## config.mk

```make
export PLATFORM = sky130hd
export DESIGN_NAME = mux_n_reg
export DESIGN_NICKNAME = d
export VERILOG_FILES = /design/src/rtl/mux_n_reg.sv
export SDC_FILE = /design/constraint.sdc
export NUM_CORES = 1
export LEC_CHECK = 0
export BUFFER_PORTS_ARGS = -buffer_cell sky130_fd_sc_hd__clkbuf_2
export CORE_MARGIN = 4
export CORE_UTILIZATION = 43
export CTS_CLUSTER_SIZE = 24
export DETAILED_ROUTE_END_ITERATION = 12
export GPL_ROUTABILITY_DRIVEN = 0
export HOLD_SLACK_MARGIN = 0.1
export MAX_ROUTING_LAYER = met4
export PLACE_DENSITY = 0.77
export SLEW_MARGIN = 25
export SYNTH_ARGS = -nofsm -noshare
export SYNTH_HDL_FRONTEND = slang
export SYNTH_SLANG_ARGS = --single-unit
```

## constraint.sdc

```tcl
create_clock -name clk -period 1.43 [get_ports clk]
set_input_delay 0.0715 -clock clk [delete_from_list [all_inputs] [get_ports clk]]
set_output_delay 0.0715 -clock clk [all_outputs]
set_load 0.02 [all_outputs]
```

## src/rtl/mux_n_reg.sv

```systemverilog
// mux_n_reg: registered N-way word selector with valid/ready on both sides
//   clk, rst_n            clock, async active-low reset
//   in_data/in_sel        NUM_IN concatenated words and the index to forward
//   in_valid/in_ready     upstream handshake (in_ready is registered)
//   out_data/out_err      selected word; err marks an out-of-range select
//   out_valid/out_ready   downstream handshake
//   beat_count            output transfers since reset, wrapping
module mux_n_reg #(
  parameter int WIDTH  = 32,
  parameter int NUM_IN = 4,
  parameter int SEL_W  = 2,
  parameter int CNT_W  = 16
) (
  input  logic                    clk,
  input  logic                    rst_n,
  input  logic [NUM_IN*WIDTH-1:0] in_data,
  input  logic [SEL_W-1:0]        in_sel,
  input  logic                    in_valid,
  output logic                    in_ready,
  output logic [WIDTH-1:0]        out_data,
  output logic                    out_err,
  output logic                    out_valid,
  input  logic                    out_ready,
  output logic [CNT_W-1:0]        beat_count
);
  logic [WIDTH-1:0] sel_data, skid_data;
  logic             sel_err, skid_err, skid_full;
  logic             xfer, drain, load_main, skid_nxt;
  always_comb begin
    sel_data = '0;
    for (int k = 0; k < NUM_IN; k++)
      if (in_sel == SEL_W'(k)) sel_data = in_data[k*WIDTH +: WIDTH];
  end
  assign sel_err   = 32'(in_sel) >= NUM_IN;
  assign xfer      = in_valid && in_ready;
  assign drain     = out_valid && out_ready;
  assign load_main = !out_valid || drain;
  // When main refills from skid, a concurrent input beat takes skid's place.
  assign skid_nxt  = load_main ? skid_full && xfer : skid_full || xfer;
  always_ff @(posedge clk or negedge rst_n)
    if (!rst_n) begin
      out_valid  <= 1'b0;
      out_data   <= '0;
      out_err    <= 1'b0;
      skid_full  <= 1'b0;
      skid_data  <= '0;
      skid_err   <= 1'b0;
      in_ready   <= 1'b1;
      beat_count <= '0;
    end else begin
      if (load_main) begin
        out_valid <= skid_full || xfer;
        if (skid_full || xfer) begin
          out_data <= skid_full ? skid_data : sel_data;
          out_err  <= skid_full ? skid_err : sel_err;
        end
      end
      if (xfer && (!load_main || skid_full)) begin
        skid_data <= sel_data;
        skid_err  <= sel_err;
      end
      skid_full  <= skid_nxt;
      in_ready   <= !skid_nxt;
      beat_count <= beat_count + CNT_W'(drain);
    end
endmodule

```

==> summary.txt, run 1 <==
Status
  – Outcome: stopped before the end
  – Stage reached: detailed routing
  – Err: [ERROR DRT-0255] Maze Route cannot find path of net clk in worker of routeBox ( 96600 0 ) ( 107330 48300 ).

Die
  – Die width: 107.3 um
  – Cell row count: 35
  – Chip Height: 107.3 um
  – Initial core utilization: 0.4506
  – I/O pin total: 185

Clock tree
  – Htree depth: 3
  – Clock buffer depth: 2
  – Clk root buf: clkbuf_8
  – TritonCTS buffer count: 9
  – Clock sink count: 83

Yosys
  – Synth top area share: 0.4836
  – Commonest cells in the netlist: 82 x dfrtp_1, 37 x nor2_1, 33 x a21oi_1
  – Most used DFF post-synth: dfrtp_1
  – Post-synth EDFFs: 0
  – Post-Syn Nets: around 450
  – Mux share of post-synthesis cell area: 0.3303
  – Synth Area in XOR/XNOR: 0.02890
  – Synthesized cell area: between 4000 and 5000 um2
  – Compound-Gate Fraction of Synth Area: 0.04394
  – Ys async rst share: 1.000
  – Synth Area per Inst: around 13 um2
  – Post-synthesis simple-gate area fraction: 0.06340
  – Flip-flop and latch count after synthesis: 83
  – Largest family of logic cells by synthesized area: multiplexers
  – Yosys cell types: 27
  – Sequential share of the synthesized area: 0.4898
  – Most common cell in the netlist: dfrtp_1
  – Post-Syn Instances: about 320
  – Post-Synth Adder-Cell Area: 0.008847
  – Area contributors post-synth: dfrtp_1 48%, mux4_2 17%, mux2_2 8.5%, mux2i_1 7.5%, a21oi_1 3.9%
  – Yosys warns: 0
  – Post-synth top area cell: dfrtp_1

Timing
  – Worst endpoint type: register input
  – Worst endpoint, post-GRT repair: skid_data[12]$_DFFE_PN0P_/D

GRT
  – Total GRT Usage: 0.2067
  – Global-route wire length before repair: 18100 um
  – Vias in the first global route: 3772
  – GR Overflow Total: 0
  – Largest net degree at the start of global routing: 42
  – Initial antenna violation count: 0

Place
  – PortBufs: roughly 180
  – DP Area: 5416 um2
  – DP Wirelength: 8062 um
-- what timing repair did --
item / 4_1_cts / 5_1_grt
buffers inserted: 6 / 3
endpoints found under the hold margin: 84 / 0
setup endpoints to repair: 47 / 74
hold buffers: 2 / 0
pin swaps: 10 / 11
gates resized for setup: 31 / 117
cloned: 7 / 4
-- layer usage --
metal	track usage
met1	0.2398
met5	-
met4	0.05050
met3	0.03719
met2	0.3731
-- per-stage QoR --
stage | setup WS, ns | hold WS, ns | setup TNS, ns | instances | utilization
5_1_grt | -0.1988 | 0.1185 | -9.419 | 659 | 0.6922
4_1_cts | -0.1397 | 0.1006 | -5.224 | 654 | 0.6395
3_5_place_dp | -0.1176 | 0.01999 | -3.345 | 623 | 0.5753
3_3_place_gp | -0.07692 | 0.008417 | -2.218 | 623 | 0.5753
2_1_floorplan | -0.1459 | -0.2241 | -4.313 | 316 | -
-- logic make-up after synthesis --
family	count (synthesis)
compound gates	35
xor+xnor	14
fa+ha+maj	3
buf+inv	23
flops	83
mux	96
other cells	1
simple gates	61
==> run 2, diff against run 1 <==
--- a/config.mk
+++ b/config.mk
@@ -7,13 +7,10 @@
 export LEC_CHECK = 0
 export BUFFER_PORTS_ARGS = -buffer_cell sky130_fd_sc_hd__clkbuf_2
 export CORE_MARGIN = 4
-export CORE_UTILIZATION = 43
-export CTS_CLUSTER_SIZE = 24
+export CORE_UTILIZATION = 35
 export DETAILED_ROUTE_END_ITERATION = 12
 export GPL_ROUTABILITY_DRIVEN = 0
-export HOLD_SLACK_MARGIN = 0.1
-export MAX_ROUTING_LAYER = met4
-export PLACE_DENSITY = 0.77
+export PLACE_DENSITY_LB_ADDON = 0.15
 export SLEW_MARGIN = 25
 export SYNTH_ARGS = -nofsm -noshare
 export SYNTH_HDL_FRONTEND = slang
==> constraint.sdc (replaced) <==
create_clock -name clk -period 1.9 [get_ports clk]
set_input_delay 0.095 -clock clk [delete_from_list [all_inputs] [get_ports clk]]
set_output_delay 0.095 -clock clk [all_outputs]
set_load 0.02 [all_outputs]
==> summary.txt, run 2 <==
Status
  – Outcome: finished clean

Worst setup path
  – WP data required: 2.10 ns
  – Reg-to-reg endpoint: skid_data[12]$_DFFE_PN0P_
  – Crit-path leading delay family: flip-flops
  – Crit path launch type: flop
  – Slowest stage cell, crit path: dfrtp_1
  – Buffers & Inverters on Critical Path: 1
  – Register-to-Register Path Depth: 4
  – CP max FO: 17
  – FF-to-FF setup slack: 0.31 ns
  – Setup CP Type: reg2reg
  – R2r startpoint: out_valid$_DFFE_PN0N_
  – Arr. time, crit path: between 1.5 and 2 ns
  – Crit path capture type: flop
  – CP Cell Sequence: and2b_1, o211ai_4, buf_4, mux2_2
  – Max incr delay on CP: approximately 0.38 ns

Drt
  – DR iter-0 viols: 126
  – First-pass DRT Iterations: 4
  – DRC viols: 0
  – WL final: a little over 10000 um
  – Routed via count: 3211
  – Via density: between 4 and 5
  – Detailed-route wire length per cell: ~16 um
  – Routed Antenna Nets: 0

Final layout
  – Area occupied by multi-input gates: between 2000 and 2500 um2
  – Non-filler cells, final: 646
  – Fillers: between 1000 and 1500
  – Register area: approximately 2100 um2
  – Largest regs: out_data: 32 flops, skid_data: 32 flops, beat_count: 16 flops
  – Net count, final: 636
  – Layout cells sized above 1: 0.5447
  – Fin util: 0.4854
  – Diode count: 0
  – Design Area, Final: 5660 um2
  – Commonest non-fill, non-tap cell in the layout: clkbuf_2
  – Area Overhead vs Synth: 33.41%
  – Most frequent cells in the layout: 182 x clkbuf_2, 81 x dfrtp_1, 37 x nor2_1

Yosys
  – Sequential share of the synthesized area: 0.4898 (unchanged)
  – Area contributors post-synth: dfrtp_1 48%, mux4_2 17%, mux2_2 8.5%, mux2i_1 7.5%, a21oi_1 3.9%
  – Post-synth EDFFs: 0 (unchanged)
  – Synth Area per Inst: 13.43 um2 (unchanged)
  – Synth top area share: 0.4836 (unchanged)
  – Most used DFF post-synth: dfrtp_1
  – Post-Syn Instances: 316 (unchanged)
  – Yosys cell types: 27 (unchanged)
  – Yosys warns: 0 (unchanged)
  – Flip-flop and latch count after synthesis: 83 (unchanged)
  – Most common cell in the netlist: dfrtp_1
  – Post-Syn Nets: 453 (unchanged)
  – Post-synth top area cell: dfrtp_1
  – Synthesized cell area: 4243 um2 (unchanged)
  – Ys async rst share: 1.000 (unchanged)
  – Commonest cells in the netlist: 82 x dfrtp_1, 37 x nor2_1, 33 x a21oi_1

Clock tree
  – Worst-path clk slew: 0.06 ns
  – Hold-fix buffers, CTS: 1 (-1)
  – TritonCTS buffer count: 9 (unchanged)
  – CTS tree: yes
  – Clock latency on the worst-skew pair: approximately 0.33 ns
  – Clk root buf: clkbuf_16
  – Post-CTS Setup Inserts: 0 (-6)
  – Post-CTS Resized: 0 (-100%)
  – Htree depth: 3 (unchanged)
  – Clock sink count: 83 (unchanged)
  – Clock buffer depth: 2 (unchanged)

Timing
  – Count of pins over their slew limit: 0
  – Clock skew: between 0.005 and 0.006 ns
  – Max_slew headroom: 0.6408
  – Final setup fails: 0
  – F_max: 0.6277 GHz
  – Final Hold Slack: 0.07123 ns
  – Fin. Hold Viols: 0
  – Setup TNS: 0 ns
  – Final Critical Period: roughly 1.6 ns
  – RSZ-0062 raised after global routing: no
  – Crit share post-route: 0.8385
  – Crit path setup slack, layout: 0.3069 ns
  – Slew @ Worst Pin: 0.5388 ns

GRT
  – Vias in the first global route: 3452 (-8.5%)
  – Total GRT Usage: 0.1501 (-0.05660)
  – Global-route wire length before repair: 16760 um (-7.4%)
  – Initial antenna violation count: 0 (unchanged)
  – GR Overflow Total: 0 (unchanged)
  – Largest net degree at the start of global routing: 53 (+26%)

Place
  – PortBufs: 183 (unchanged)
  – Worst slack, placed: 0.3144 ns (+0.4320 ns)
  – DP Wirelength: 7765 um (-3.7%)
  – DP Cell Count: 630 (+1.1%)
  – DP Area: 5336 um2 (-1.5%)

Die
  – I/O pin total: 185 (unchanged)
  – Chip Height: 118.1 um (+10%)
  – Core area: approximately 12000 um2
  – Initial core utilization: 0.3638 (-0.08683)
  – DIE AREA: between 10000 and 15000 um2
  – Die width: 118.1 um (+10%)
  – Cell row count: 39 (+11%)

Hold path
  – WHS Path Cells: 2
  – Hold Crit Start: in_valid
  – WHS Endpoint: out_valid$_DFFE_PN0N_
  – Worst min path class: in2reg

Pwr
  – P_leak: 2.669 nW
  – VDD IR max: 0.0006673 V
  – Pwr/cell area: 1436 nW/um2
  – Clock power share: 0.221
  – Seq pwr share: 0.374
  – Internal: 5.212 mW
  – Sw Ratio: 0.3587
  – Sw power: ~3 mW
  – Post-layout power: 8.128 mW
  – Logic pwr share: 0.406

Job
  – Max Cap Viol: 0
run 2: cell counts after synthesis:
No cell type changed its count.
run 2: logic make-up (layout without fill, tap and decap cells):
group | count (synthesis) | count (layout) | share of synthesized area
AOI/OAI and AO/OA | 35 | 35 | 0.04394
xor gates and xnor gates | 14 | 14 | 0.02890
adders and majority gates | 3 | 3 | 0.008848
buffers and inverters | 23 | 210 | 0.03391
DFF | 83 | 83 | 0.4898
muxes | 96 | 96 | 0.3303
other | 1 | 1 | 0.0008838
and+or+nand+nor | 61 | 61 | 0.06340
run 2: worst reg2reg max path: cells and delay by family, from the launching register on:
kind,cells,cell delay [ns]
DFF,1,0.38
muxes,1,0.38
buffers and inverters,1,0.29
and+or+nand+nor,1,0.24
AOI/OAI and AO/OA,1,0.19
run 2: per-layer routing:
metal,vias to the layer above,global-route usage,wire [um]
li1,1519,-,-
met1,1575,0.1864,4245
met2,107,0.2579,5362
met3,10,0.03172,539
met4,0,0.05495,142
met5,-,0,0
run 2: power groups by stage:
stage	registers, mW	clock network, mW	logic (mW)
5_1_grt	3.15	1.92	3.65
3_3_place_gp	3.05	0	3.28
2_1_floorplan	3.48	0	1.82
3_5_place_dp	3.07	0	3.36
4_1_cts	3.05	1.86	3.38
6_report	3.04	1.79	3.30
run 2: worst max-delay path by stage:
stage,slack [ns],cells past startpoint,startpoint,to
5_1_grt,0.17,7,out_valid$_DFFE_PN0N_,beat_count[8]$_DFF_PN0_
2_1_floorplan,0.31,4,out_valid$_DFFE_PN0N_,skid_data[10]$_DFFE_PN0P_
4_1_cts,0.29,4,out_valid$_DFFE_PN0N_,skid_data[12]$_DFFE_PN0P_
3_5_place_dp,0.31,4,out_valid$_DFFE_PN0N_,skid_data[31]$_DFFE_PN0P_
6_report,0.31,4,out_valid$_DFFE_PN0N_,skid_data[12]$_DFFE_PN0P_
3_3_place_gp,0.35,4,out_valid$_DFFE_PN0N_,skid_data[7]$_DFFE_PN0P_
run 2: final cells by class:
cell class | count | share of cell area
repair buffers | 193 | 0.1848
clock buffers | 14 | 0.05018
flip-flops and latches | 83 | 0.3674
well taps | 143 | 0.03161
clock inverters | 1 | 0.005305
inverters | 2 | 0.001326
multi-input cells | 210 | 0.3594
Power figures use the tool's default switching activity.
==> run 3, diff against run 2 <==
--- a/config.mk
+++ b/config.mk
@@ -5,6 +5,7 @@
 export SDC_FILE = /design/constraint.sdc
 export NUM_CORES = 1
 export LEC_CHECK = 0
+export ABC_AREA = 1
 export BUFFER_PORTS_ARGS = -buffer_cell sky130_fd_sc_hd__clkbuf_2
 export CORE_MARGIN = 4
 export CORE_UTILIZATION = 35
==> constraint.sdc (replaced) <==
create_clock -name clk -period 1.55 [get_ports clk]
set_input_delay 0.0775 -clock clk [delete_from_list [all_inputs] [get_ports clk]]
set_output_delay 0.0775 -clock clk [all_outputs]
set_load 0.02 [all_outputs]
==> summary.txt, run 3 <==
Die
  – Core area: 12670 um2 (+8.6%)
  – DIE AREA: 14920 um2 (+7.0%)
  – Cell row count: 41 (+5.1%)
  – I/O pin total: 185 (unchanged)
  – Chip Height: 122.1 um (+3.4%)
  – Initial core utilization: 0.3598 (-0.003972)
  – Die width: 122.1 um (+3.4%)

Timing
  – Fin. Hold Viols: 0 (unchanged)
  – Count of pins over their slew limit: 0 (unchanged)
  – Final Critical Period: 1.431 ns (-0.1623 ns)
  – Final setup fails: 0 (unchanged)
  – Clock skew: 0.006964 ns (+0.001409 ns)
  – F_max: 0.6989 GHz (+11%)
  – Crit share post-route: 0.9231 (+0.08460)
  – Crit path setup slack, layout: 0.1193 ns (-0.1877 ns)

GRT
  – Largest net degree at the start of global routing: 56 (+5.7%)
  – Global-route wire length before repair: 22530 um (+34%)
  – Initial antenna violation count: 0 (unchanged)
  – GR Overflow Total: 0 (unchanged)
  – Total GRT Usage: 0.1883 (+0.03825)
  – Vias in the first global route: 4794 (+39%)

Pwr
  – Sw power: 4.168 mW (+43%)
  – Clock power share: 0.223 (+0.002)
  – P_leak: 3.266 nW (+22%)
  – VDD IR max: 0.0008872 V (+33%)
  – Sw Ratio: 0.4020 (+0.04329)
  – Seq pwr share: 0.356 (-0.018)
  – Logic pwr share: 0.421 (+0.015)
  – Pwr/cell area: 1686 nW/um2 (+17%)
  – Internal: 6.200 mW (+19%)

Worst setup path
  – Arr. time, crit path: 1.65 ns (-0.15 ns)
  – Setup CP Type: reg2reg
  – Reg-to-reg endpoint: beat_count[6]$_DFF_PN0_
  – Register-to-Register Path Depth: 9 (+5)
  – Crit path launch type: flop
  – R2r startpoint: out_valid$_DFFE_PN0N_
  – Crit path capture type: flop
  – CP max FO: 3 (-14)
  – FF-to-FF setup slack: 0.12 ns (-0.19 ns)
  – WP data required: 1.77 ns (-0.33 ns)

Yosys
  – Flip-flop and latch count after synthesis: 83 (unchanged)
  – Post-synth top area cell: dfrtp_1
  – Synth Area per Inst: 7.249 um2 (-46%)
  – Yosys cell types: 28 (+3.7%)
  – Post-Syn Nets: 766 (+69%)
  – Synthesized cell area: 4559 um2 (+7.5%)
  – Synth top area share: 0.4501 (-0.03358)
  – Post-synth EDFFs: 0 (unchanged)
  – Area contributors post-synth: dfrtp_1 45%, nand2_1 17%, nand3_1 8.8%, nor2_1 5.4%, o21ai_0 4.6%
  – Post-Syn Instances: 629 (+99%)
  – Most common cell in the netlist: nand2_1
  – Yosys warns: 0 (unchanged)
  – Sequential share of the synthesized area: 0.4558 (-0.03401)
  – Most used DFF post-synth: dfrtp_1
  – Commonest cells in the netlist: 206 x nand2_1, 82 x dfrtp_1, 80 x nand3_1
  – Ys async rst share: 1.000 (unchanged)

Final layout
  – Net count, final: 944 (+48%)
  – Diode count: 0 (unchanged)
  – Largest regs: out_data: 32 flops, skid_data: 32 flops, beat_count: 16 flops
  – Most frequent cells in the layout: 203 x nand2_1, 182 x clkbuf_2, 81 x dfrtp_1
  – Design Area, Final: 6151 um2 (+8.7%)
  – Fillers: 1304 (+19%)
  – Non-filler cells, final: 983 (+52%)
  – Area Overhead vs Synth: 34.91%
  – Layout cells sized above 1: 0.2947 (-0.2500)
  – Fin util: 0.4854 (about the same)
  – Commonest non-fill, non-tap cell in the layout: nand2_1

Drt
  – Routed Antenna Nets: 0 (unchanged)
  – DR iter-0 viols: 263 (+110%)
  – Via density: 4.756 (-4.3%)
  – First-pass DRT Iterations: 5 (+1)
  – WL final: 13730 um (+33%)
  – Routed via count: 4675 (+46%)
  – Detailed-route wire length per cell: 13.97 um (-12%)
  – DRC viols: 0 (unchanged)

Clock tree
  – Clk root buf: clkbuf_16
  – Clock sink count: 83 (unchanged)
  – Htree depth: 3 (unchanged)
  – Clock buffer depth: 2 (unchanged)
  – Clock latency on the worst-skew pair: 0.33 ns (about the same)
  – TritonCTS buffer count: 9 (unchanged)
  – CTS tree: yes
  – Worst-path clk slew: 0.06 ns (about the same)

Hold path
  – Worst min path class: in2reg
  – WHS Endpoint: out_valid$_DFFE_PN0N_
  – Hold Crit Start: out_ready
  – WHS Path Cells: 4 (+2)

Job
  – Max Cap Viol: 0 (unchanged)

Status
  – Outcome: finished clean

Place
  – DP Wirelength: 10370 um (+34%)
  – DP Cell Count: 965 (+53%)
  – DP Area: 5751 um2 (+7.8%)
  – PortBufs: 183 (unchanged)
  – Worst slack, placed: -0.01905 ns (-0.3335 ns)
[run 3: final cells by class]
class | instances | area, um2 | share of cell area
sequential | 83 | 2079 | 0.3381
timing repair buffer | 207 | 1180 | 0.1918
tap | 172 | 215.2 | 0.03499
inverter | 14 | 56.30 | 0.009154
multi-input combinational | 492 | 2300 | 0.3739
clock inverter | 2 | 60.06 | 0.009764
clock buffer | 13 | 260.3 | 0.04231
[run 3: worst max-delay path by stage]
stage | start | to | cells past startpoint
3_5_place_dp | out_valid$_DFFE_PN0N_ | beat_count[14]$_DFF_PN0_ | 9
5_1_grt | out_valid$_DFFE_PN0N_ | beat_count[6]$_DFF_PN0_ | 9
6_report | out_valid$_DFFE_PN0N_ | beat_count[6]$_DFF_PN0_ | 9
3_3_place_gp | out_valid$_DFFE_PN0N_ | beat_count[14]$_DFF_PN0_ | 9
4_1_cts | out_valid$_DFFE_PN0N_ | beat_count[14]$_DFF_PN0_ | 9
2_1_floorplan | out_valid$_DFFE_PN0N_ | beat_count[14]$_DFF_PN0_ | 9
[run 3: what timing repair did]
| item | in CTS | in global routing |
|---|---|---|
| buffers inserted | 0 | 2 |
| resized for setup | 2 | 12 |
| hold buffers | 1 | 0 |
| gates cloned | 0 | 0 |
| endpoints found under the setup margin | 1 | 15 |
| endpoints found under the hold margin | 82 | 0 |
| pin swaps | 0 | 3 |
[run 3: per-stage QoR]
stage | setup TNS, ns | hold slack (ns) | power (mW)
global route | -0.01027 | 0.1226 | 11.25
global placement | -0.002414 | -0.04542 | 7.941
CTS | 0 | 0.07359 | 10.42
detailed placement | -0.01905 | -0.04096 | 8.037
finish | 0 | 0.08204 | 10.37
floorplan | 0 | -0.2181 | 6.436
[run 3: critical path, stage by stage (launching register included)]
cell     delay, ns
dfrtp_2       0.36
nand2_1       0.06
inv_2         0.07
ha_4          0.14
ha_4          0.13
nand2_2       0.06
nor2_4        0.16
buf_6         0.12
nand3_1       0.07
xnor2_1       0.14
[run 3: per-layer routing]
layer	wire (um)	vias up	GRT usage
li1	-	2375	-
met1	5900	2144	0.2396
met2	6815	140	0.3208
met3	734	16	0.03064
met4	278	0	0.07278
met5	0	-	0
[run 3: kinds of logic after synthesis]
family / Yosys count / share of synthesized area
fa+ha+maj: 3 / 0.008234
buf+inv: 54 / 0.05379
xor+xnor: 12 / 0.02305
other cells: 1 / 0.0008225
compound gates: 87 / 0.09605
flops: 83 / 0.4558
simple gates: 389 / 0.3622
[run 3: power groups by stage]
stage	clock (mW)	sequential [mW]	combinational [mW]
3_5_place_dp	0	3.70	4.34
5_1_grt	2.48	3.81	4.96
2_1_floorplan	0	4.24	2.19
3_3_place_gp	0	3.68	4.26
6_report	2.31	3.69	4.37
4_1_cts	2.37	3.68	4.37
==> run 4, diff against run 3 <==
--- a/config.mk
+++ b/config.mk
@@ -8,7 +8,7 @@
 export ABC_AREA = 1
 export BUFFER_PORTS_ARGS = -buffer_cell sky130_fd_sc_hd__clkbuf_2
 export CORE_MARGIN = 4
-export CORE_UTILIZATION = 35
+export CORE_UTILIZATION = 30
 export DETAILED_ROUTE_END_ITERATION = 12
 export GPL_ROUTABILITY_DRIVEN = 0
 export PLACE_DENSITY_LB_ADDON = 0.15
==> summary.txt, run 4 (synthesized netlist as in run 3, its figures left out) <==
Clock tree
  – TritonCTS buffer count: 9 (unchanged)
  – Clock sink count: 83 (unchanged)
  – Clock latency on the worst-skew pair: 0.34 ns (about the same)
  – Clock buffer depth: 2 (unchanged)
  – Htree depth: 3 (unchanged)
  – Worst-path clk slew: 0.06 ns (about the same)
  – CTS tree: yes
  – Clk root buf: clkbuf_16

Final layout
  – Area Overhead vs Synth: 36.58%
  – Register area: 2079 um2 (unchanged)
  – Commonest non-fill, non-tap cell in the layout: nand2_1
  – Most frequent cells in the layout: 204 x nand2_1, 182 x clkbuf_2, 81 x dfrtp_1
  – Largest regs: out_data: 32 flops, skid_data: 32 flops, beat_count: 16 flops
  – Net count, final: 947 (+0.32%)
  – Area occupied by multi-input gates: 2302 um2 (+0.11%)
  – Diode count: 0 (unchanged)
  – Fillers: 1571 (+20%)
  – Layout cells sized above 1: 0.2994 (+0.004689)
  – Design Area, Final: 6227 um2 (+1.2%)

Worst setup path
  – Setup CP Type: reg2reg
  – Crit path capture type: flop
  – Setup crit start: out_valid$_DFFE_PN0N_
  – WP data required: 1.78 ns (about the same)
  – Crit path launch type: flop
  – R2r startpoint: out_valid$_DFFE_PN0N_
  – CP max FO: 4 (+1)
  – Arr. time, crit path: 1.69 ns (+0.04 ns)

Timing
  – Crit path setup slack, layout: 0.08828 ns (-0.03098 ns)
  – Fin. Hold Viols: 0 (unchanged)
  – Final Critical Period: 1.462 ns (+0.03098 ns)
  – F_max: 0.6841 GHz (-2.1%)
  – Crit share post-route: 0.9430 (+0.01999)
  – Final setup fails: 0 (unchanged)
  – Final Hold Slack: 0.1010 ns (+0.01900 ns)
  – Count of pins over their slew limit: 0 (unchanged)
  – Clock skew: 0.005799 ns (-0.001165 ns)
  – Setup TNS: 0 ns (unchanged)

GRT
  – Initial antenna violation count: 0 (unchanged)
  – Total GRT Usage: 0.1662 (-0.02215)
  – Global-route wire length before repair: 23500 um (+4.3%)
  – Largest net degree at the start of global routing: 49 (-13%)
  – Vias in the first global route: 4731 (-1.3%)
  – Met3 usage: 0.03593 (+0.005292)
  – Grt met2 use: 0.2900 (-0.03075)
  – Met1 Usage GRT: 0.2031 (-0.03655)
  – GR Overflow Total: 0 (unchanged)
  – Grt peak-use layer: met2

Drt
  – DR iter-0 viols: 214 (-19%)
  – Routed via count: 4765 (+1.9%)
  – Routed Antenna Nets: 0 (unchanged)
  – Via density: 4.770 (+0.29%)
  – DRC viols: 0 (unchanged)
  – Detailed-route wire length per cell: 14.64 um (+4.8%)
  – WL final: 14630 um (+6.5%)
  – First-pass DRT Iterations: 5 (unchanged)

Job
  – Max Cap Viol: 0 (unchanged)

Die
  – Cell row count: 44 (+7.3%)
  – DIE AREA: 17230 um2 (+16%)
  – Initial core utilization: 0.3102 (-0.04965)
  – Core area: 14700 um2 (+16%)
  – Die width: 131.3 um (+7.5%)
  – I/O pin total: 185 (unchanged)
  – Chip Height: 131.3 um (+7.5%)

Pwr
  – VDD IR max: 0.0007229 V (-19%)
  – Logic pwr share: 0.422 (about the same)
  – P_leak: 3.297 nW (+0.95%)
  – Post-layout power: 10.69 mW (+3.1%)
  – Pwr/cell area: 1716 nW/um2 (+1.8%)
  – Sw Ratio: 0.4042 (+0.002182)
  – Internal: 6.368 mW (+2.7%)
  – Seq pwr share: 0.345 (-0.011)
  – Sw power: 4.320 mW (+3.6%)
  – Clock power share: 0.233 (+0.010)

Place
  – DP Wirelength: 10700 um (+3.2%)
  – Worst slack, placed: -0.01601 ns (+0.003041 ns)
  – DP Area: 5773 um2 (+0.39%)
  – PortBufs: 183 (unchanged)

Status
  – Outcome: finished clean

Hold path
  – Worst min path class: in2reg
  – Hold Crit Start: in_data[103]
==> run 4: cell types whose count changed in the layout (fill, tap and decap cells not counted), moves of 2 or more <==
cell	change
buf_4	+2
clkinv_2	+2
nand2_2	-2
nor2_1	-2
nor2_2	+2
==> run 4: worst paths after layout <==
| kind | to | slack (ns) | cells past startpoint |
|---|---|---|---|
| max in group asynchronous | in_ready$_DFF_PN1_ | 0.81 | 3 |
| min | skid_data[7]$_DFFE_PN0P_ | 0.10 | 4 |
| min in group asynchronous | beat_count[5]$_DFF_PN0_ | 0.20 | 2 |
| max | beat_count[8]$_DFF_PN0_ | 0.09 | 9 |
| min reg2reg | out_data[11]$_DFFE_PN0P_ | 0.48 | 2 |
| max reg2reg | beat_count[8]$_DFF_PN0_ | 0.09 | 9 |
==> run 4: layout make-up <==
| cell class | count | area share |
|---|---|---|
| clock inverters | 5 | 0.01607 |
| clock buffers | 11 | 0.03898 |
| well taps | 184 | 0.03697 |
| flip-flops and latches | 83 | 0.3339 |
| repair buffers | 209 | 0.1941 |
| multi-input cells | 492 | 0.3697 |
| repair inverters | 1 | 0.001206 |
| inverters | 14 | 0.009042 |
==> run 4: critical path, cell delays in order, from the launching register on <==
cell     delay (ns)
dfrtp_2        0.37
nand2_1        0.06
inv_2          0.07
ha_4           0.14
ha_4           0.13
nand2_1        0.08
nor2_4         0.17
nand2_2        0.08
buf_4          0.15
xnor2_1        0.11
==> run 4: stage by stage <==
step	util	cells
finish	0.4236	999
CTS	0.4171	995
global placement	0.3927	978
floorplan	-	629
detailed placement	0.3927	978
global route	0.4236	999
==> run 4: power groups by stage <==
stage          sequential, mW  combinational [mW]  clock, mW
3_3_place_gp             3.69                4.28          0
4_1_cts                  3.68                4.39       2.56
2_1_floorplan            4.24                2.19          0
5_1_grt                  3.81                5.06       2.66
3_5_place_dp             3.70                4.38          0
6_report                 3.69                4.51       2.49
==> run 4: layer usage <==
metal / wire length [um] / vias up
li1: - / 2384
met1: 6283 / 2240
met2: 7473 / 129
met3: 671 / 12
met4: 199 / 0
met5: 0 / -
==> run 4: what timing repair did <==
item	4_1_cts	5_1_grt
hold endpoints to repair	48	0
gates cloned	0	2
hold buffers	1	0
setup endpoints to repair	2	15
setup buffers	0	2
gates resized for setup	1	14
pin swaps	0	2
